## src/rtl/down_timer.sv

```systemverilog
// Loadable, pausable down-counting timer with a one-cycle borrowout strobe on expiry.
// Define DOWN_TIMER_PERIODIC_EN to honour the periodic input (auto-reload on expiry).
module down_timer #(
  parameter int WIDTH = 8
) (
  input  logic             clk,
  input  logic             rst_n,
  input  logic             enb,
  input  logic             load_valid,
  input  logic [WIDTH-1:0] load_value,
  input  logic             start,
  input  logic             stop,
  input  logic             periodic,
  output logic [WIDTH-1:0] count,
  output logic             borrowout,
  output logic             running,
  output logic             done
);

  typedef enum logic [1:0] {
    IDLE = 2'd0,
    RUN  = 2'd1,
    DONE = 2'd2
  } state_t;

  state_t           state, state_next;
  logic [WIDTH-1:0] count_next;
  logic [WIDTH-1:0] reload, reload_next;

`ifndef DOWN_TIMER_PERIODIC_EN
  logic unused_periodic;
  assign unused_periodic = periodic;
`endif

  always_ff @(posedge clk or negedge rst_n) begin
    if (!rst_n) begin
      state  <= IDLE;
      count  <= '0;
      reload <= '0;
    end else begin
      state  <= state_next;
      count  <= count_next;
      reload <= reload_next;
    end
  end

  // Priority: load > stop > start > tick; start is ignored in RUN so ticks still apply.
  always_comb begin
    state_next  = state;
    count_next  = count;
    reload_next = reload;
    borrowout   = 1'b0;
    if (load_valid) begin
      reload_next = load_value;
      count_next  = load_value;
      state_next  = (state == RUN) ? RUN : IDLE;
    end else if (stop) begin
      if (state == RUN) begin
        state_next = IDLE;
      end
    end else if (state != RUN) begin
      if (start) begin
        state_next = RUN;
        if (state == DONE) begin
          count_next = reload;
        end
      end
    end else if (enb) begin
      if (count != '0) begin
        count_next = count - 1'b1;
      end else begin
        borrowout = 1'b1;
`ifdef DOWN_TIMER_PERIODIC_EN
        if (periodic) begin
          count_next = reload;
        end else begin
          state_next = DONE;
        end
`else
        state_next = DONE;
`endif
      end
    end
  end

  assign running = (state == RUN);
  assign done    = (state == DONE);

endmodule

```

## config.mk

```make
export PLATFORM = sky130hd
export DESIGN_NAME = down_timer
export DESIGN_NICKNAME = d
export VERILOG_FILES = /design/src/rtl/down_timer.sv
export SDC_FILE = /design/constraint.sdc
export NUM_CORES = 1
export LEC_CHECK = 0
export CORE_MARGIN = 1
export CORE_UTILIZATION = 46
export CTS_BUF_LIST = sky130_fd_sc_hd__clkbuf_4
export CTS_CLUSTER_DIAMETER = 30
export CTS_CLUSTER_SIZE = 25
export DETAILED_ROUTE_END_ITERATION = 6
export PLACE_DENSITY = 0.74
export SLEW_MARGIN = 20
export SYNTH_ARGS = -nofsm -noshare
export SYNTH_HDL_FRONTEND = slang
export SYNTH_SLANG_ARGS = --single-unit
```

## constraint.sdc

```tcl
create_clock -name clk -period 3.1 [get_ports clk]
set_clock_uncertainty 0.1 [all_clocks]
set_input_delay 0.465 -clock clk [delete_from_list [all_inputs] [get_ports clk]]
set_output_delay 0.465 -clock clk [all_outputs]
set_load 0.01 [all_outputs]
```

==> reports/results.txt <==
Launch point of the worst reg-to-reg path: count[0]$_DFFE_PN0P_
Post-Synth Simple-Gate Area: 22.16%
Synth Register Bits: 18
Mux contribution to synthesized area: 7.016%
Die width: 51.42 um
Maxcap violations: 0
Area of the die: 0.002644 mm2
Hold Startpoint: reload[3]$_DFFE_PN0P_
CP Data Required Time: 2.53 ns
Chip Height: 51.42 um
Synth area leader: dfrtp_1
Reg2reg path depth: 7
Post-Synthesis Cell Area: 0.001124 mm2
HP Class: reg -> reg
P_leak: 0.6103 nW
Hold path endpoint: reload[3]$_DFFE_PN0P_
Total track usage: 24.31%
Total core area: 0.002255 mm2
Syn nets: 131
Most used DFF post-synth: dfrtp_1
Largest vdd supply drop: 0.4690 mV
Layout cells sized above 1: 14.79%
Largest net degree at the start of global routing: 28
Slew @ Worst Pin: 0.8186 ns
Worst-path cell chain: inv_1, ha_1, nor3b_4, nand2_1, nor4_1, clkdlybuf4s50_1
Clock Tree Root: clkbuf_4
Synth-to-Final Area Change: 27.95%
Initial antenna violation count: 0
Setup_tns: 0 ns
Vias in the first global route: 1063
Worst-skew pair later-pin latency: 0.30 ns
CTS max path bufs: 2
Hold buffer count at CTS: 0
Sequential area share after synthesis: 40.09%
FMAX: 0.3477 GHz
Synthesized instance count: 114
Synthesized-area fraction occupied by adder cells: 2.227%
R2R Setup Slk: 0.82 ns
CP max-delay cell: clkdlybuf4s50_1
Number of CTS-inserted buffers: 3
Routability Congestion: 0.8370
Post-synth ARST share: 100.0%
Yosys top cell area share: 40.09%
Total gr overflow: 0
Post-Synth XOR/XNOR Area: 2.339%
Hold Path Cell Cnt: 2
Clk slew on worst S/H paths: 0.11 ns
Max-slew headroom: 45.26%
Port Buf Inserts: 24
Crit-path max cell delay: 0.59 ns
# rows: 17
DRC Markers: 0
Area contributors post-synth: dfrtp_1 40%, mux2_2 7.0%, nand2_1 4.3%, o221ai_1 3.1%, inv_1 3.0%
P per Cell Area: 578.3 mW/mm2
I/O pin total: 26
Pins over their slew limit: 0
CTS tree: built
Min Tclk post-route: 2.876 ns
H-tree levels: 1
Worst path arrival time: 2.31 ns
# clock sinks: 18
Initial Util: 49.83%
Vias per inst: 6.124
First-pass GRT wire length: 4671 um
Synth cell types: 42
Fin nets: 160
Post-synth EDFFs: 0
Crit path capture type: output pin
Register Area: 450.4 um2
Warnings, synthesis: 0
Syn avg cell area: 9.856 um2
Routed vias: 1041
Iter 0 DRT Violations: 66
Largest family of logic cells by synthesized area: simple AND/OR/NAND/NOR gates
Fillers: 201
Final Hold Viols: 0
Period Utilization, post-route: 92.78%
RSZ-0062 raised after global routing: false
Status: completed
Detailed Place HPWL: 1957 um
Antenna cells: 0
Final Setup Violations: 0
Total Wirelength: 2826 um
Multi-input logic area: 618.1 um2
RR Endpoint: count[0]$_DFFE_PN0P_
ANT nets after route: 0
Total power: 831.4 uW
Crit-path max FO: 8
DR pass1 iterations: 5
Wire per inst: 16.62 um
Critical path class: reg -> out
Compound-gate portion of the synthesized area: 20.71%
CP Launch Type: flop
[flip-flops by register name, summed over array words and instances, names as in the netlist]
name and count:
count 8, reload 8, state 2
[worst max path at each step]
stage	startpoint	end	slack, ns	depth (start not counted)
floorplan	count[0]$_DFFE_PN0P_	borrowout	1.04	5
global placement	load_valid	borrowout	0.40	5
detailed placement	load_valid	borrowout	0.33	5
CTS	count[0]$_DFFE_PN0P_	borrowout	0.16	6
global route	count[0]$_DFFE_PN0P_	borrowout	0.07	6
finish	count[0]$_DFFE_PN0P_	borrowout	0.22	6
[cells in the mapped netlist, types with 2 or more instances]
master,number
dfrtp_1,18
nand2_1,13
inv_1,9
mux2_2,7
nor2_1,6
nor3_1,6
o21ai_0,4
o221ai_1,4
and3_1,3
nor4_1,3
xnor2_1,3
a211o_1,2
a31oi_1,2
and2_2,2
clkbuf_1,2
ha_1,2
nor2b_1,2
or3_1,2
[critical path: cells and delay by family (launching register included)]
family                   cells  cell delay, ns
buffers and inverters        2            0.71
AND/OR/NAND/NOR              3            0.65
flip-flops                   1            0.49
adder cells (fa/ha/maj)      1            0.16
[what timing repair did]
action | 4_1_cts | 5_1_grt
gates resized for setup | 0 | 1
endpoints found under the setup margin | 0 | 1
setup buffers | 0 | 1
[layer usage]
layer	global-route usage [%]	part of all wire, %	vias to the layer above	wire length [um]
met3	6.845	7.1	4	202
met2	38.74	50	56	1413
met4	13.96	1.6	0	44
li1	-	-	481	-
met5	0	0	-	0
met1	29.03	41	500	1165
[final cells by class]
cell class / count / share of cell area [%]
Multi-Input combinational cell: 82 / 42.99
Timing Repair Buffer: 28 / 18.80
Sequential cell: 18 / 31.33
Inverter: 10 / 2.611
Clock buffer: 3 / 1.567
Tap cell: 28 / 2.437
Clock inverter: 1 / 0.2611
[cell usage in the layout, fill, tap and decap left out, types with 2 or more instances in the layout]
master	Yosys	final
clkinv_1	1	2
clkbuf_4	0	3
or3_1	2	2
clkdlybuf4s50_1	0	24
mux2_2	7	7
o21ai_0	4	4
xnor2_1	3	3
o221ai_1	4	4
and2_2	2	2
and3_1	3	3
nor2b_1	2	2
inv_1	9	9
a31oi_1	2	2
nor3_1	6	6
nor4_1	3	3
nand2_1	13	13
ha_1	2	2
dfrtp_1	18	18
buf_4	0	4
a211o_1	2	2
nor2_1	6	6
[through the flow]
stage	utilization, %	instances	area, um2	setup slack, ns	hold WS [ns]
2_1_floorplan	-	114	1124	1.043	0.06941
3_3_place_gp	61.99	165	1398	0.3969	0.3675
3_5_place_dp	61.99	165	1398	0.3309	0.3709
4_1_cts	63.15	169	1424	0.1620	0.3962
5_1_grt	63.76	170	1438	0.06638	0.4442
6_report	63.76	170	1438	0.2237	0.3906
[power breakdown]
part           internal, mW  leakage, nW  switching [mW]
Combinational         0.188        0.377           0.173
Clock                0.0470       0.0154          0.0767
Sequential            0.278        0.217          0.0680
[cells by family (layout without fill, tap and decap cells)]
kind of cell	Yosys count	in the layout
flops	18	18
mux	7	7
buf+inv	14	42
simple gates	43	43
xor+xnor	3	3
compound gates	27	27
fa+ha+maj	2	2
Note: power is estimated with default switching activity, not from simulation.
